--- src/rtl/layer_mixer.sv ---
// layer_mixer: picks the highest-priority opaque layer (or background), scales it by a global brightness, blanks it; 2-clock latency.
// The vblank-paced fade engine is built only when LAYER_MIXER_FADE_EN is defined; otherwise brightness is fixed at 16.
module layer_mixer #(
  parameter int FADE_STEP_FRAMES = 4
) (
  input  logic       clk,
  input  logic       reset_n,
  input  logic       hblank,
  input  logic       vblank,
  input  logic [2:0] addr,
  input  logic [7:0] data_in,
  input  logic       write,
  output logic [7:0] control_data_out,
  input  logic [7:0] tilemap_r,
  input  logic [7:0] tilemap_g,
  input  logic [7:0] tilemap_b,
  input  logic       tilemap_a,
  input  logic [7:0] sprite_r,
  input  logic [7:0] sprite_g,
  input  logic [7:0] sprite_b,
  input  logic       sprite_a,
  input  logic [7:0] char_r,
  input  logic [7:0] char_g,
  input  logic [7:0] char_b,
  input  logic       char_a,
  output logic [7:0] out_r,
  output logic [7:0] out_g,
  output logic [7:0] out_b,
  output logic       out_hblank,
  output logic       out_vblank
);

  if (FADE_STEP_FRAMES < 1 || FADE_STEP_FRAMES > 255) begin : g_bad_step
    $error("layer_mixer: FADE_STEP_FRAMES must be in 1..255");
  end

  logic [7:0] bg_r_q, bg_r_d, bg_g_q, bg_g_d, bg_b_q, bg_b_d;
  logic       prio_q, prio_d;
  logic [2:0] en_q, en_d;
  logic [4:0] reg4_rd, bright_rd;
  logic       busy_rd;

  always_comb begin
    bg_r_d = bg_r_q;
    bg_g_d = bg_g_q;
    bg_b_d = bg_b_q;
    prio_d = prio_q;
    en_d   = en_q;
    if (write) begin
      case (addr)
        3'd0:    bg_r_d = data_in;
        3'd1:    bg_g_d = data_in;
        3'd2:    bg_b_d = data_in;
        3'd3:    prio_d = data_in[0];
        3'd7:    en_d   = data_in[2:0];
        default: ;
      endcase
    end
  end

  always_ff @(posedge clk or negedge reset_n) begin
    if (!reset_n) begin
      bg_r_q <= 8'd0;
      bg_g_q <= 8'd0;
      bg_b_q <= 8'd0;
      prio_q <= 1'b0;
      en_q   <= 3'b111;
    end else begin
      bg_r_q <= bg_r_d;
      bg_g_q <= bg_g_d;
      bg_b_q <= bg_b_d;
      prio_q <= prio_d;
      en_q   <= en_d;
    end
  end

`ifdef LAYER_MIXER_FADE_EN
  typedef enum logic [1:0] {IDLE, WAIT, STEP} fade_state_e;
  localparam logic [7:0] STEP_LAST = 8'(FADE_STEP_FRAMES - 1);

  fade_state_e state_q, state_d;
  logic [7:0]  cnt_q, cnt_d;
  logic [4:0]  reg4_q, reg4_d, tgt_q, tgt_d, bright_q, bright_d;
  logic        vblank_q;
  logic        start_wr, vb_edge;

  assign start_wr = write && (addr == 3'd5) && data_in[0];
  assign vb_edge  = vblank && !vblank_q;

  always_comb begin
    state_d  = state_q;
    cnt_d    = cnt_q;
    reg4_d   = reg4_q;
    tgt_d    = tgt_q;
    bright_d = bright_q;
    if (write && addr == 3'd4) reg4_d = (data_in > 8'd16) ? 5'd16 : data_in[4:0];
    case (state_q)
      IDLE: begin
        if (start_wr) begin
          tgt_d = reg4_q;
          if (reg4_q != bright_q) begin
            cnt_d   = 8'd0;
            state_d = WAIT;
          end
        end
      end
      WAIT: begin
        if (start_wr) tgt_d = reg4_q;
        if (vb_edge) begin
          if (cnt_q == STEP_LAST) begin
            cnt_d   = 8'd0;
            state_d = STEP;
          end else begin
            cnt_d = cnt_q + 8'd1;
          end
        end
      end
      STEP: begin
        // A retarget landing here takes precedence; the step waits for the next frame period.
        if (start_wr) begin
          tgt_d   = reg4_q;
          state_d = WAIT;
        end else if (bright_q == tgt_q) begin
          state_d = IDLE;
        end else begin
          bright_d = (bright_q < tgt_q) ? bright_q + 5'd1 : bright_q - 5'd1;
          state_d  = (bright_d == tgt_q) ? IDLE : WAIT;
        end
      end
      default: state_d = IDLE;
    endcase
  end

  always_ff @(posedge clk or negedge reset_n) begin
    if (!reset_n) begin
      state_q  <= IDLE;
      cnt_q    <= 8'd0;
      reg4_q   <= 5'd16;
      tgt_q    <= 5'd16;
      bright_q <= 5'd16;
      vblank_q <= 1'b1;
    end else begin
      state_q  <= state_d;
      cnt_q    <= cnt_d;
      reg4_q   <= reg4_d;
      tgt_q    <= tgt_d;
      bright_q <= bright_d;
      vblank_q <= vblank;
    end
  end

  function automatic logic [7:0] scale(input logic [7:0] c, input logic [4:0] lvl);
    logic [12:0] prod;
    prod = {5'd0, c} * {8'd0, lvl};
    return 8'(prod >> 4);
  endfunction

  assign reg4_rd   = reg4_q;
  assign busy_rd   = (state_q != IDLE);
  assign bright_rd = bright_q;
`else
  assign reg4_rd   = 5'd0;
  assign busy_rd   = 1'b0;
  assign bright_rd = 5'd16;
`endif

  always_comb begin
    control_data_out = 8'd0;
    case (addr)
      3'd0: control_data_out = bg_r_q;
      3'd1: control_data_out = bg_g_q;
      3'd2: control_data_out = bg_b_q;
      3'd3: control_data_out = {7'd0, prio_q};
      3'd4: control_data_out = {3'd0, reg4_rd};
      3'd5: control_data_out = {7'd0, busy_rd};
      3'd6: control_data_out = {3'd0, bright_rd};
      3'd7: control_data_out = {5'd0, en_q};
      default: ;
    endcase
  end

  logic        t_ok, s_ok, c_ok;
  logic [23:0] s1_rgb_q, s1_rgb_d;
  logic        s1_hb_q, s1_vb_q;
  logic [23:0] out_rgb_q, out_rgb_d;
  logic        out_hb_q, out_vb_q;

  assign t_ok = tilemap_a && en_q[0];
  assign s_ok = sprite_a && en_q[1];
  assign c_ok = char_a && en_q[2];

  always_comb begin
    s1_rgb_d = {bg_r_q, bg_g_q, bg_b_q};
    if (c_ok) begin
      s1_rgb_d = {char_r, char_g, char_b};
    end else if (prio_q) begin
      if (t_ok)      s1_rgb_d = {tilemap_r, tilemap_g, tilemap_b};
      else if (s_ok) s1_rgb_d = {sprite_r, sprite_g, sprite_b};
    end else begin
      if (s_ok)      s1_rgb_d = {sprite_r, sprite_g, sprite_b};
      else if (t_ok) s1_rgb_d = {tilemap_r, tilemap_g, tilemap_b};
    end
  end

  always_comb begin
    out_rgb_d = 24'd0;
    if (!s1_hb_q && !s1_vb_q) begin
`ifdef LAYER_MIXER_FADE_EN
      out_rgb_d = {scale(s1_rgb_q[23:16], bright_q),
                   scale(s1_rgb_q[15:8], bright_q),
                   scale(s1_rgb_q[7:0], bright_q)};
`else
      out_rgb_d = s1_rgb_q;
`endif
    end
  end

  always_ff @(posedge clk or negedge reset_n) begin
    if (!reset_n) begin
      s1_rgb_q  <= 24'd0;
      s1_hb_q   <= 1'b1;
      s1_vb_q   <= 1'b1;
      out_rgb_q <= 24'd0;
      out_hb_q  <= 1'b1;
      out_vb_q  <= 1'b1;
    end else begin
      s1_rgb_q  <= s1_rgb_d;
      s1_hb_q   <= hblank;
      s1_vb_q   <= vblank;
      out_rgb_q <= out_rgb_d;
      out_hb_q  <= s1_hb_q;
      out_vb_q  <= s1_vb_q;
    end
  end

  assign out_r      = out_rgb_q[23:16];
  assign out_g      = out_rgb_q[15:8];
  assign out_b      = out_rgb_q[7:0];
  assign out_hblank = out_hb_q;
  assign out_vblank = out_vb_q;

endmodule
--- config.mk ---
export PLATFORM = sky130hd
export DESIGN_NAME = layer_mixer
export DESIGN_NICKNAME = d
export VERILOG_FILES = /design/src/rtl/layer_mixer.sv
export SDC_FILE = /design/constraint.sdc
export NUM_CORES = 1
export LEC_CHECK = 0
export CAP_MARGIN = 20
export CORE_ASPECT_RATIO = 1.4
export CORE_MARGIN = 8
export CORE_UTILIZATION = 35
export DETAILED_ROUTE_END_ITERATION = 6
export PLACE_DENSITY_LB_ADDON = 0.08
export SLEW_MARGIN = 5
export SYNTH_ARGS = -nofsm -noshare
export SYNTH_HDL_FRONTEND = slang
export SYNTH_SLANG_ARGS = --single-unit
--- constraint.sdc ---
create_clock -name clk -period 5.39 [get_ports clk]
set_clock_uncertainty 0.15 [all_clocks]
set_input_delay 1.617 -clock clk [delete_from_list [all_inputs] [get_ports clk]]
set_output_delay 1.617 -clock clk [all_outputs]
set_load 0.02 [all_outputs]
==> metrics <==
grt total ovfl=0; GPL Wtd Cong=0.843; CP Max Fanout=13; Routed WL=12500 µm; Port-buffer cells=124; Synth top area share=46.1%; Hold Buf Count CTS=0; Post-Synthesis Cells=340; Post-synth EDFFs=0; detailed placer's ending HPWL=9340 µm; FP Rows=46; first-pass GRT wire length=19500 µm; PwrDens=347 nW/µm²; Post-synth ARST share=100%; min Tclk post-route=5.26 ns; Finish-stage setup viols=0; Buf/Inv on CP=2; Worst path slowest cell=clkdlybuf4s50_1; most instantiated library cell after synthesis=dfrtp_1; TritonCTS Buffers=9; Post-CTS Resized=0; vias in the first global route=3380; period utilization=97.5%; Main synth FF type=dfrtp_1; Post-CTS Setup Bufs=0; Syn-to-layout area delta=42.1%; final slew viol count=0; DIE WIDTH=106 µm; Leakage=2.35 nW; Via Count=3194; core box area=11200 µm²; I/O pins=125; worst skew pair latency=0.33 ns; Hold Crit Class=flip-flop to flip-flop; most frequent cells after synthesis=73 x dfrtp_1, 30 x mux2i_1, 28 x mux2_2; Worst path most repeated cell=clkdlybuf4s50_1; final instance area=5630 µm²; Worst VDD drop=0.175 mV; crit end category=output port; Tot GR Track Use=17.0%; Synthesis Warnings=0; Clock Sink Count=80; htree depth=3; critical path arrival=3.49 ns; largest net degree at the start of global routing=81; DRT iter0 DRCs=222; Synth area leaders=dfrtp_1 46%, mux2_2 8.0%, mux2i_1 7.6%; FF+latch count, synth=80; Critical Path Max Stage Delay=0.74 ns; Residual DRC=0; register area share after synthesis=50.8%; Setup TNS=0 ns; initial antenna violation count=0; Hold Fails Final Rpt=0; Distinct cells, synth=36; average wire per standard cell=20.9 µm; Antenna diodes=0; RSZ-0062 raised after global routing=no; Synth Cell Area=3960 µm²; WP data required=3.62 ns; max-cap violation count=0; Via density=5.32; Peak Freq=190 MHz; share of post-route cells with drive strength above 1=15.1%; Cell Chain, Critical Path=clkdlybuf4s50_1 -> and2b_4 -> nand2_1 -> a21oi_1 -> clkdlybuf4s50_1; Syn Nets=431; Syn Area/Cell=11.7 µm²; Die Y=142 µm; antenna-violating nets left=0; CP startpoint kind=input pin; maximum buffer depth of the clock tree=2; CP Class=input pin to output port; dpl cell area=5270 µm²; Crit path max-delay family=buffers and inverters; outcome=finished, final reports clean; initial core utilization=35.5%; max_slew headroom=33.2%; Die ar.=15000 µm²; Worst-Margin Slew=1.00 ns; Worst-path clk slew=0.06 ns; CTS Root Buffer Type=clkbuf_16; First-pass DRT Iterations=4; post-synth top area cell=dfrtp_1; CTS tree=done; # nets final=542
==> per-layer routing <==
metal,vias up,GRT usage (%),share of wire [%]
met5,-,0,0
met4,0,8.77,3.1
met3,25,3.95,5.9
met2,136,27.1,50
met1,1543,21.0,41
li1,1490,-,-
==> layout by cell type (no fill, tap or decap), types with 3 or more instances in the layout <==
master / instances
clkdlybuf4s50_1: 123
clkbuf_16: 9
dfrtp_1: 73
nand4b_1: 23
nor3_1: 3
a221oi_1: 23
dfstp_2: 7
nor2b_1: 3
mux2_2: 28
a21oi_1: 6
or2_2: 4
nor2_1: 24
mux2i_1: 30
o31ai_1: 26
buf_4: 8
nand2_1: 8
and2_1: 25
==> power breakdown <==
part	leakage [nW]	internal (mW)	switching [mW]
Clock	0.157	0.420	0.236
Sequential	0.976	0.728	0.0881
Combinational	1.22	0.250	0.232
Total	2.35	1.40	0.556
==> worst paths after layout <==
| path | endpoint | start | slack (ns) | cells past startpoint |
|---|---|---|---|---|
| setup / recovery | control_data_out[7] | addr[1] | 0.13 | 5 |
| hold / removal | out_vblank | s1_vb_q | 0.22 | 0 |
| min in group asynchronous | s1_rgb_q[15] | reset_n | 0.98 | 1 |
| max in group asynchronous | en_q[2] | reset_n | 3.51 | 2 |
| hold reg to reg | out_vblank | s1_vb_q | 0.22 | 0 |
| setup reg to reg | s1_rgb_q[7] | en_q[0] | 2.70 | 3 |
==> flip-flops by register name, summed over array words and instances (netlist names) <==
name / flops
out_vblank: 1
s1_rgb_q: 24
out_rgb_q: 24
bg_b_q: 8
out_hblank: 1
s1_hb_q: 1
bg_r_q: 8
en_q: 3
prio_q: 1
bg_g_q: 8
s1_vb_q: 1
==> stage by stage <==
| stage | setup slack (ns) | power [mW] | instances | hold slack (ns) | utilization, % |
|---|---|---|---|---|---|
| after floorplan | 1.00 | 1.08 | 340 | 0.204 | - |
| after global placement | 0.146 | 1.31 | 582 | 0.205 | 47.2 |
| after detailed placement | 0.109 | 1.31 | 582 | 0.206 | 47.2 |
| after CTS | 0.106 | 1.97 | 598 | 0.219 | 50.1 |
| after global routing | 0.0202 | 2.06 | 600 | 0.225 | 50.4 |
| final | 0.132 | 1.95 | 600 | 0.219 | 50.4 |
==> cell type report <==
type	instances	area, µm²
inverter	1	3.75
multi-input combinational	226	1770
clock buffer	12	246
clock inverter	4	77.6
timing repair buffer	133	1340
tap	144	180
fill	1064	5540
sequential	80	2010
==> cells by family after synthesis <==
kind of cell	synth area share, %
multiplexers	15.5
AND/OR/NAND/NOR	16.6
AO/OA/AOI/OAI	12.6
flip-flops	50.8
buffers and inverters	4.55
Power figures use the tool's default switching activity.
